===== src/rtl/pc_fetch_unit.sv =====
// Fetch stage with IF/ID register: PC sequencing, delay-slot redirects and
// a pending-target state for redirects that arrive while memory is waiting.
module pc_fetch_unit #(
  parameter logic [31:0] RESET_PC = 32'h0000_3000
) (
  input  logic        clk,
  input  logic        reset,
  input  logic [1:0]  PCSrc_D,
  input  logic [15:0] Imm16_D,
  input  logic [25:0] Instr26_D,
  input  logic [31:0] RsData_D,
  input  logic        Stall,
  output logic        imem_req,
  output logic [31:0] imem_addr,
  input  logic        imem_ready,
  input  logic [31:0] imem_rdata,
  output logic [31:0] PC_F,
  output logic [31:0] Instr_D,
  output logic [31:0] PC4_D,
  output logic        Valid_D
);

  typedef enum logic {RUN, PEND} state_t;

  state_t      state, state_nxt;
  logic [31:0] tgt, tgt_nxt;
  logic [31:0] pc_nxt, instr_nxt, pc4_nxt;
  logic        valid_nxt;
  logic [31:0] pc_plus4;
  logic [31:0] target;
  logic        redir;

  assign imem_req  = !Stall;
  assign imem_addr = PC_F;
  assign pc_plus4  = PC_F + 32'd4;
  assign redir     = Valid_D && !Stall && (PCSrc_D != 2'b00);

  always_comb begin
    target = pc_plus4;
    case (PCSrc_D)
      2'b01:   target = PC4_D + {{14{Imm16_D[15]}}, Imm16_D, 2'b00};
      2'b10:   target = {PC4_D[31:28], Instr26_D, 2'b00};
      2'b11:   target = RsData_D;
      default: target = pc_plus4;
    endcase
  end

  // The instruction in flight when redir occurs is the delay slot; the
  // target only replaces the PC after that fetch is accepted.
  always_comb begin
    state_nxt = state;
    tgt_nxt   = tgt;
    pc_nxt    = PC_F;
    instr_nxt = Instr_D;
    pc4_nxt   = PC4_D;
    valid_nxt = Valid_D;
    if (!Stall) begin
      if (imem_ready) begin
        instr_nxt = imem_rdata;
        pc4_nxt   = pc_plus4;
        valid_nxt = 1'b1;
        state_nxt = RUN;
        if (state == PEND)
          pc_nxt = tgt;
        else if (redir)
          pc_nxt = target;
        else
          pc_nxt = pc_plus4;
      end else begin
        valid_nxt = 1'b0;
        if (state == RUN && redir) begin
          tgt_nxt   = target;
          state_nxt = PEND;
        end
      end
    end
  end

  always_ff @(posedge clk or posedge reset) begin
    if (reset) begin
      state   <= RUN;
      tgt     <= 32'd0;
      PC_F    <= RESET_PC;
      Instr_D <= 32'd0;
      PC4_D   <= 32'd0;
      Valid_D <= 1'b0;
    end else begin
      state   <= state_nxt;
      tgt     <= tgt_nxt;
      PC_F    <= pc_nxt;
      Instr_D <= instr_nxt;
      PC4_D   <= pc4_nxt;
      Valid_D <= valid_nxt;
    end
  end

endmodule


===== config.mk =====
export PLATFORM = sky130hd
export DESIGN_NAME = pc_fetch_unit
export DESIGN_NICKNAME = d
export VERILOG_FILES = /design/src/rtl/pc_fetch_unit.sv
export SDC_FILE = /design/constraint.sdc
export NUM_CORES = 1
export LEC_CHECK = 0
export CAP_MARGIN = 40
export CELL_PAD_IN_SITES_DETAIL_PLACEMENT = 1
export CELL_PAD_IN_SITES_GLOBAL_PLACEMENT = 2
export CORE_MARGIN = 4
export CORE_UTILIZATION = 25
export DETAILED_ROUTE_END_ITERATION = 10
export PLACE_DENSITY = 0.78
export SYNTH_ARGS = -nofsm -noshare
export SYNTH_HDL_FRONTEND = slang
export SYNTH_SLANG_ARGS = --single-unit

===== constraint.sdc =====
create_clock -name clk -period 3.96 [get_ports clk]
set_input_delay 0.594 -clock clk [delete_from_list [all_inputs] [get_ports clk]]
set_output_delay 0.594 -clock clk [all_outputs]
set_load 0.02 [all_outputs]

==> results of run 1 <==
==> routing by layer <==
metal	track usage, %	up-vias	routed length (µm)
li1	-	4090	-
met3	4.091	56	1954
met5	0	-	16
met2	30.61	258	16720
met1	25.29	4301	16510
met4	6.042	2	938
==> path summary, 6_finish.rpt <==
kind	startpoint	to	slack, ns	cells after the start
max in group asynchronous	reset	PC_F[18]	2.95	3
min	tgt[6]	tgt[6]	0.47	2
min in group asynchronous	reset	Instr_D[15]	0.61	3
min reg2reg	tgt[6]	tgt[6]	0.47	2
max	Imm16_D[0]	PC_F[24]	0.61	12
max reg2reg	PC4_D[2]	PC_F[24]	0.78	11
==> cells by family (layout without fill, tap and decap cells) <==
logic type                 after synthesis  count (layout)  share of synthesized area [%]
AOI/OAI and AO/OA                      261             261                          18.46
and+or+nand+nor                        443             443                          22.04
xor gates and xnor gates                51              51                          5.140
DFF                                    130             130                          37.46
muxes                                   36              36                          5.687
buffers and inverters                  114             324                          6.666
adders and majority gates               31              31                          4.549
==> layout make-up <==
cell class                 instances  area, µm²  share of cell area [%]
clock inverter                    14      201.4                   1.666
clock buffer                      18      439.2                   3.633
timing repair buffer             273       2668                   22.07
inverter                          19      75.07                  0.6211
sequential                       130       3256                   26.93
tap                              455      569.3                   4.710
multi-input combinational        822       4880                   40.37
==> placed cells by master (no fill, tap or decap), types with 5 or more instances in the layout <==
| cell | Yosys | layout |
|---|---|---|
| a211oi_1 | 11 | 11 |
| o21ai_1 | 31 | 30 |
| xor2_1 | 23 | 23 |
| mux2i_1 | 19 | 19 |
| or3_1 | 5 | 5 |
| nand3_1 | 28 | 28 |
| o21ai_0 | 60 | 60 |
| xnor2_1 | 28 | 28 |
| and3_1 | 9 | 9 |
| o22ai_1 | 6 | 6 |
| buf_4 | 34 | 30 |
| mux2_2 | 7 | 7 |
| o211ai_1 | 6 | 6 |
| inv_1 | 18 | 17 |
| a21o_1 | 9 | 9 |
| clkbuf_16 | 0 | 17 |
| dfrtp_1 | 128 | 128 |
| nor3_1 | 14 | 13 |
| a21oi_1 | 78 | 78 |
| a31oi_1 | 13 | 13 |
| mux4_2 | 10 | 10 |
| nand4_1 | 23 | 23 |
| ha_1 | 30 | 30 |
| a22oi_1 | 5 | 5 |
| clkdlybuf4s50_1 | 0 | 239 |
| nand2_1 | 272 | 271 |
| nor2_1 | 61 | 61 |
==> metrics by stage <==
step	hold WS (ns)	setup WS, ns
final	0.4690	0.6060
after floorplan	0.4368	0.8145
after global placement	0.4502	0.2106
after global routing	0.5002	0.4795
after detailed placement	0.4573	0.2043
after CTS	0.4738	0.6499
==> where the power goes <==
group | total [mW] | internal [mW] | switching (mW)
clock network | 1.77 | 1.08 | 0.687
registers | 2.14 | 1.69 | 0.450
logic | 3.26 | 1.45 | 1.82
total | 7.17 | 4.22 | 2.95
==> registers in the layout (all words and copies together) (netlist names) <==
signal / flops
Instr_D: 32
PC4_D: 32
PC_F: 32
tgt: 32
Valid_D: 1
state: 1
==> tightest hold or removal path, stage by stage, from the launching register on <==
cell     delay (ns)
dfrtp_1        0.34
nand2_1        0.05
nand2_1        0.05
==> results.json, run 1 <==
{
  "cts-root-buf": "clkbuf_16",
  "fmax_ghz": 0.2982,
  "ios": 242,
  "core_area_mm2": 0.03446,
  "synth_top_flop_cell": "dfrtp_1",
  "hp-class": "reg -> reg",
  "htreeDepth": 4,
  "final_hold_viol_count": 0,
  "cap_violations": 0,
  "endpoint_kind": "flop",
  "fillers": 4028,
  "crit_path_top_delay_cell": "clkdlybuf4s50_1",
  "drive_gt1_share_pct": 8.229,
  "initial_core_util_pct": 25.22,
  "syn-cell-area_mm2": 0.008691,
  "slew_headroom_pct": 52.61,
  "die_y_um": 194.5,
  "leakagePower_nw": 5.153,
  "firstDrtPassIters": 5,
  "path_buf_inv": 2,
  "dp_hpwl_um": 26350,
  "drtAntennaViolNets": 0,
  "route.detailed.drc": 0,
  "crit_required_ns": 4.32,
  "synth_area_leaders": "dfrtp_1 (37%), nand2_1 (12%), a21oi_1 (4.5%)",
  "cts_tree": "done",
  "synth-warning-count": 0,
  "grt_pass1_wl_um": 56520,
  "fin_crit_ns": 3.354,
  "placed_cells": 1699,
  "synthDistinctLibCells": 72,
  "grt_max_degree": 73,
  "final_nets": 1406,
  "max-vdd-ir-drop_mv": 0.3071,
  "place_area_mm2": 0.01145,
  "finalNonFillerCells": 1731,
  "synthArstFlopShare_pct": 100.0,
  "cts_sinks": 130,
  "cp.arrival_ns": 3.71,
  "yosysMostFrequentCell": "nand2_1",
  "critPathMaxFanout": 4,
  "synth_top_area_share_pct": 36.86,
  "synthToLayoutAreaGrowth_pct": 39.09,
  "std_cell_rows": 68,
  "start_kind": "input port",
  "dieArea_mm2": 0.03781,
  "grt_usage_pct": 18.91,
  "dieWidth_um": 194.5,
  "first_global_vias": 9365,
  "setup_viol": 0,
  "netlist_instances": 1066,
  "status": "completed",
  "cts_buffers": 17,
  "synth_common_cells": "nand2_1 (272), dfrtp_1 (128), a21oi_1 (78)",
  "fin_util_pct": 35.08,
  "power.total_mw": 7.172,
  "seq_area_frac_synth_pct": 37.46,
  "fin_skew_ns": 0.01094,
  "syn-num-nets": 1209,
  "grt-ovfl-total": 0,
  "drv_slew": 0,
  "rsz0062_at_grt": "no",
  "vias": 8707,
  "postCtsSetupBuffers": 0,
  "clk_pin_slew_worst_paths_ns": 0.06,
  "ys_ff_latch": 130,
  "cts_buffer_depth": 2,
  "wirelength_um": 36140,
  "antenna_found_initial": 1,
  "synth_top_area_cell": "dfrtp_1",
  "viasPerCell": 5.030,
  "clock_latency_ns": 0.44,
  "synth-edff-count": 0,
  "ctsResizeCount": 0,
  "fin_tns_setup_ns": 0,
  "post_drt_wl_per_cell_um": 20.88,
  "critical_path_class": "in -> reg",
  "synth_area_per_cell_um2": 8.153,
  "io_buffer_count": 241,
  "fin_area_mm2": 0.01209,
  "critPathTopFamily": "compound AO/OA/AOI/OAI gates",
  "cts_hold_buf": 0,
  "gp_congestion": 0.8441,
  "drt_iter0_drc": 398,
  "fin_crit_sh_pct": 84.70,
  "cp_cell_sequence": "clkdlybuf4s50_1 -> ha_1 -> fa_1 -> a21o_2 -> a22o_1 -> o31ai_2 -> o211ai_1 -> o31ai_2 -> buf_4 -> xnor2_1 -> o211ai_1 -> a31oi_1",
  "worst_pin_slew_ns": 0.7109,
  "power_density_mw_per_mm2": 593.3,
  "diodes": 0,
  "cpPeakStageDelay_ns": 0.41
}
Power figures use the tool's default switching activity.
==> run 2: changes to the inputs <==
==> constraint.sdc (replaced) <==
create_clock -name clk -period 2.8 [get_ports clk]
set_input_delay 0.42 -clock clk [delete_from_list [all_inputs] [get_ports clk]]
set_output_delay 0.42 -clock clk [all_outputs]
set_load 0.02 [all_outputs]
==> run 2 against run 1 <==
Final cell count rose by 8.2%. Largest cell class unchanged. Non-clock buffer count rose by 141. Final area rose by 11%. Flip-flop and latch count did not move. Combinational power rose by 77%. First-iteration DRC count rose by 22%. The flow now finishes with violations (negative setup slack). Clock skew fell by 0.0025 ns. Routed wire length rose by 4.4%. Global-route usage rose by 0.80 points.
==> results.json, run 2 (same netlist as run 1, synthesis figures left out) <==
{
  "first_global_vias": 9945,
  "fin_skew_ns": 0.008450,
  "critPathMaxFanout": 3,
  "fillers": 4034,
  "initial_core_util_pct": 25.22,
  "critPathTopFamily": "compound AO/OA/AOI/OAI gates",
  "viasPerCell": 4.933,
  "die_y_um": 194.5,
  "cts_buffer_depth": 2,
  "antenna_found_initial": 2,
  "drt_iter0_drc": 487,
  "rsz0062_at_grt": "yes",
  "endpoint_kind": "flop",
  "start_kind": "flop",
  "ios": 242,
  "fin_crit_sh_pct": 102.1,
  "grt_max_degree": 61,
  "max-vdd-ir-drop_mv": 0.4792,
  "crit_path_top_delay_cell": "dfrtp_2",
  "power.total_mw": 11.07,
  "drv_slew": 0,
  "hp-class": "in -> async",
  "clk_pin_slew_worst_paths_ns": 0.06,
  "vias": 9239,
  "final_nets": 1547,
  "critical_path_class": "reg -> reg",
  "std_cell_rows": 68,
  "fin_tns_setup_ns": -0.1491,
  "cts_buffers": 17,
  "dp_hpwl_um": 28560,
  "layout_common_cells": "nand2_1 (270), clkdlybuf4s50_1 (232), buf_4 (165)",
  "cp_cell_sequence": "ha_4 -> fa_2 -> a21o_4 -> a22o_1 -> o31ai_4 -> o211ai_1 -> o31ai_2 -> buf_4 -> mux2_4 -> a21oi_2 -> a21oi_2",
  "io_buffer_count": 241,
  "synthToLayoutAreaGrowth_pct": 54.75,
  "leakagePower_nw": 5.918,
  "crit_cells": 11,
  "power_density_mw_per_mm2": 823.4,
  "cts_hold_buf": 0,
  "setup_viol": 5,
  "dieWidth_um": 194.5,
  "grt-ovfl-total": 0,
  "final_hold_viol_count": 0,
  "place_ws_ns": -0.5929,
  "fin_util_pct": 39.03,
  "gp_congestion": 0.8569,
  "cts_tree": "done",
  "fin_area_mm2": 0.01345,
  "critPathMostFrequentCell": "a21oi_2",
  "core_area_mm2": 0.03446,
  "cap_violations": 0,
  "worst_pin_slew_ns": 0.6521,
  "post_drt_wl_per_cell_um": 20.14,
  "cts_sinks": 130,
  "place_area_mm2": 0.01250,
  "firstDrtPassIters": 5,
  "grt_usage_pct": 19.71,
  "wirelength_um": 37720,
  "fmax_ghz": 0.3499,
  "drtAntennaViolNets": 0,
  "cts-root-buf": "clkbuf_16",
  "crit_required_ns": 3.10,
  "cpPeakStageDelay_ns": 0.43,
  "path_buf_inv": 1,
  "route.detailed.drc": 0,
  "htreeDepth": 4,
  "slew_headroom_pct": 56.21,
  "status": "finished, violations left",
  "violations": "negative setup slack",
  "drive_gt1_share_pct": 19.77,
  "rr_worst_depth": 11,
  "cp.arrival_ns": 3.16,
  "dieArea_mm2": 0.03781,
  "final_common_cell": "nand2_1",
  "clock_latency_ns": 0.43,
  "fin_crit_ns": 2.858,
  "fin_ws_ns": -0.05766,
  "grt_pass1_wl_um": 58820
}
## run 2: cell type report
cell class	count	area [µm²]	share of cell area, %
clock buffers	22	474.2	3.526
clock inverters	9	130.1	0.9675
flip-flops and latches	130	3258	24.23
diodes	2	5.005	0.03721
repair buffers	414	3790	28.18
inverters	19	75.07	0.5582
multi-input cells	822	5147	38.27
well taps	455	569.3	4.233
## run 2: worst reg2reg max path, stage by stage, from the launching register on
cell	delay (ns)
dfrtp_2	0.43
ha_4	0.17
fa_2	0.35
a21o_4	0.25
a22o_1	0.24
o31ai_4	0.22
o211ai_1	0.19
o31ai_2	0.23
buf_4	0.17
mux2_4	0.31
a21oi_2	0.15
a21oi_2	0.04
## run 2: through the flow
stage	hold WS, ns	cells
floorplan	0.4368	1066
global placement	0.4521	1830
detailed placement	0.4541	1830
CTS	0.4073	1865
global route	0.4376	1873
finish	0.4113	1873
## run 2: worst paths after layout
path                              from     endpoint  slack [ns]
max                           PC4_D[2]     PC_F[28]       -0.06
min                              reset  Instr_D[25]        0.41
max reg2reg                   PC4_D[2]     PC_F[28]       -0.06
min reg2reg                Instr_D[14]  Instr_D[14]        0.47
max in group asynchronous        reset     PC_F[13]        1.64
min in group clk           Instr_D[14]  Instr_D[14]        0.47
## run 2: per-layer routing
| metal | wire length [µm] | vias up | global-route usage [%] |
|---|---|---|---|
| li1 | - | 4375 | - |
| met3 | 1524 | 38 | 3.571 |
| met4 | 735 | 0 | 4.818 |
| met1 | 16990 | 4590 | 26.05 |
| met2 | 18480 | 236 | 33.50 |
| met5 | 0 | - | 0 |
## run 2: report_power, final
| part | internal [mW] | switching, mW | total, mW |
|---|---|---|---|
| sequential | 2.40 | 0.548 | 2.95 |
| clock | 1.46 | 0.900 | 2.36 |
| combinational | 2.78 | 2.99 | 5.76 |
| total | 6.64 | 4.43 | 11.1 |
## run 2: what timing repair did
action                                  CTS  global route
cloned                                    0             0
endpoints found under the setup margin   13            31
buffers inserted                          4             7
resized for setup                        14            39
pin swaps                                10            31
==> run 3: changes to the inputs <==
--- a/config.mk
+++ b/config.mk
@@ -9,9 +9,10 @@
 export CELL_PAD_IN_SITES_DETAIL_PLACEMENT = 1
 export CELL_PAD_IN_SITES_GLOBAL_PLACEMENT = 2
 export CORE_MARGIN = 4
-export CORE_UTILIZATION = 25
+export CORE_UTILIZATION = 28
 export DETAILED_ROUTE_END_ITERATION = 10
-export PLACE_DENSITY = 0.78
+export PLACE_DENSITY = 0.83
 export SYNTH_ARGS = -nofsm -noshare
 export SYNTH_HDL_FRONTEND = slang
 export SYNTH_SLANG_ARGS = --single-unit
+export TNS_END_PERCENT = 30
==> constraint.sdc (replaced) <==
create_clock -name clk -period 3 [get_ports clk]
set_input_delay 0.45 -clock clk [delete_from_list [all_inputs] [get_ports clk]]
set_output_delay 0.45 -clock clk [all_outputs]
set_load 0.02 [all_outputs]
==> run 3 against run 2 <==
The run now ends clean. Non-clock buffer count shrank 43. Clock skew grew 0.0057 ns. Critical endpoint is now tgt[29]. Sequential share of layout area grew 1.2 points. Setup slack gained 0.083 ns. Critical path type is now in -> reg. Largest cell class unchanged. Global-route usage grew 1.8 points. Routed wire length shrank 2.0%. Die area shrank 10%. Register-to-register slack gained 0.14 ns. Flip-flop and latch count is the same.
==> results.json, run 3 (same netlist as run 1, synthesis figures left out) <==
{
  "ios": 242,
  "fin_crit_sh_pct": 99.16,
  "fin_util_pct": 41.85,
  "synthToLayoutAreaGrowth_pct": 47.29,
  "critPathMaxFanout": 2,
  "vias": 9248,
  "crit_path_top_delay_cell": "or4_1",
  "htreeDepth": 4,
  "whs_path_depth": 2,
  "route.detailed.drc": 0,
  "first_global_vias": 9795,
  "wirelength_um": 36950,
  "diodes": 0,
  "power_density_mw_per_mm2": 780.5,
  "rr_worst_depth": 10,
  "dp_hpwl_um": 27300,
  "endpoint_kind": "flop",
  "firstDrtPassIters": 5,
  "slew_headroom_pct": 51.36,
  "path_buf_inv": 2,
  "drive_gt1_share_pct": 15.08,
  "cts_buffer_depth": 2,
  "max-vdd-ir-drop_mv": 0.2948,
  "io_buffer_count": 241,
  "status": "completed",
  "clock_latency_ns": 0.44,
  "drt_iter0_drc": 559,
  "std_cell_rows": 64,
  "critical_path_class": "in -> reg",
  "initial_core_util_pct": 28.41,
  "viasPerCell": 5.228,
  "gp_congestion": 0.8939,
  "final_hold_viol_count": 0,
  "cts_tree": "done",
  "cts_buffers": 17,
  "grt_max_degree": 118,
  "leakagePower_nw": 5.631,
  "cp.arrival_ns": 3.32,
  "cap_violations": 0,
  "cp_cell_sequence": "clkdlybuf4s50_1 -> ha_2 -> buf_4 -> nand3_1 -> a2111o_1 -> a21boi_2 -> a211o_4 -> a31oi_4 -> or4_1 -> a221o_1 -> a31oi_1",
  "fin_ws_ns": 0.02522,
  "antenna_found_initial": 1,
  "worst_pin_slew_ns": 0.7297,
  "crit_required_ns": 3.35,
  "dieArea_mm2": 0.03392,
  "drtAntennaViolNets": 0,
  "cpPeakStageDelay_ns": 0.52,
  "fmax_ghz": 0.3362,
  "fin_crit_ns": 2.975,
  "cts_hold_buf": 0,
  "die_y_um": 184.2,
  "final_common_cell": "nand2_1",
  "fin_area_mm2": 0.01280,
  "core_area_mm2": 0.03059,
  "grt_pass1_wl_um": 56880,
  "post_drt_wl_per_cell_um": 20.89,
  "place_area_mm2": 0.01211,
  "grt-ovfl-total": 0,
  "setup_viol": 0,
  "place_ws_ns": -0.5921,
  "cts-root-buf": "clkbuf_16",
  "dieWidth_um": 184.2,
  "power.total_mw": 9.991,
  "crit_cells": 11,
  "drv_slew": 0,
  "cts_sinks": 130,
  "clk_pin_slew_worst_paths_ns": 0.06,
  "critPathTopFamily": "compound AO/OA/AOI/OAI gates",
  "fin_skew_ns": 0.01415,
  "final_nets": 1504,
  "rsz0062_at_grt": "yes",
  "grt_usage_pct": 21.49,
  "hp-class": "reg -> reg",
  "worst_hold_slack_ns": 0.4713,
  "start_kind": "input port",
  "layout_common_cells": "nand2_1 (271), clkdlybuf4s50_1 (237), dfrtp_1 (128)"
}
run 3: cell types whose count changed in the layout (fill, tap and decap cells not counted), sizes merged:
cell,delta
dlygate4sd2,-2
clkinv,-1
clkbuf,-3
bufinv,+1
diode,-2
buf,-43
clkdlybuf4s50,+5
dlymetal6s2s,-3
clkinvlp,+1
inv,+2
run 3: final timing paths:
kind / start / end / slack, ns
max: Imm16_D[0] / tgt[29] / 0.03
min: tgt[7] / tgt[7] / 0.47
max reg2reg: PC4_D[6] / PC_F[18] / 0.08
min reg2reg: tgt[7] / tgt[7] / 0.47
max in group asynchronous: reset / tgt[15] / 2.13
min in group asynchronous: reset / Instr_D[2] / 0.49
run 3: repair_timing:
action	CTS	global route
resized for setup	4	5
pin swaps	4	5
setup buffers	1	1
cloned	0	0
setup endpoints to repair	9	12
run 3: area by class of cell:
type,count,area [µm²]
clock buffers,19,452.9
clock inverters,12,180.2
fillers,3627,17790
inverters,19,75.07
multi-input cells,822,4925
flip-flops and latches,130,3256
well taps,396,495.5
repair buffers,371,3417
run 3: routing by layer:
layer / part of all wire, % / up-vias / track usage (%)
li1: - / 4293 / -
met1: 44 / 4587 / 29.20
met2: 46 / 308 / 34.13
met3: 6.7 / 58 / 4.835
met4: 2.5 / 2 / 6.832
met5: 0.035 / - / 0
run 3: worst reg2reg max path: stages, from the launching register on:
cell	delay (ns)
dfrtp_1	0.44
ha_2	0.40
a21o_1	0.23
a221oi_4	0.10
buf_4	0.15
or4_1	0.58
nand3_1	0.13
xnor2_1	0.07
mux4_2	0.47
a21oi_1	0.17
nor2_1	0.05
run 3: power breakdown:
part	internal (mW)	total (mW)	switching [mW]	leakage [nW]
sequential	2.24	2.82	0.584	1.60
clock	1.43	2.32	0.890	0.294
combinational	2.31	4.85	2.54	3.73
total	5.98	9.99	4.01	5.63
run 3: metrics by stage:
step                      std cells  setup TNS, ns
final                          1769              0
after detailed placement       1736         -12.85
after CTS                      1768              0
after floorplan                1066       -0.05820
after global routing           1769       -0.09139
after global placement         1736         -11.06
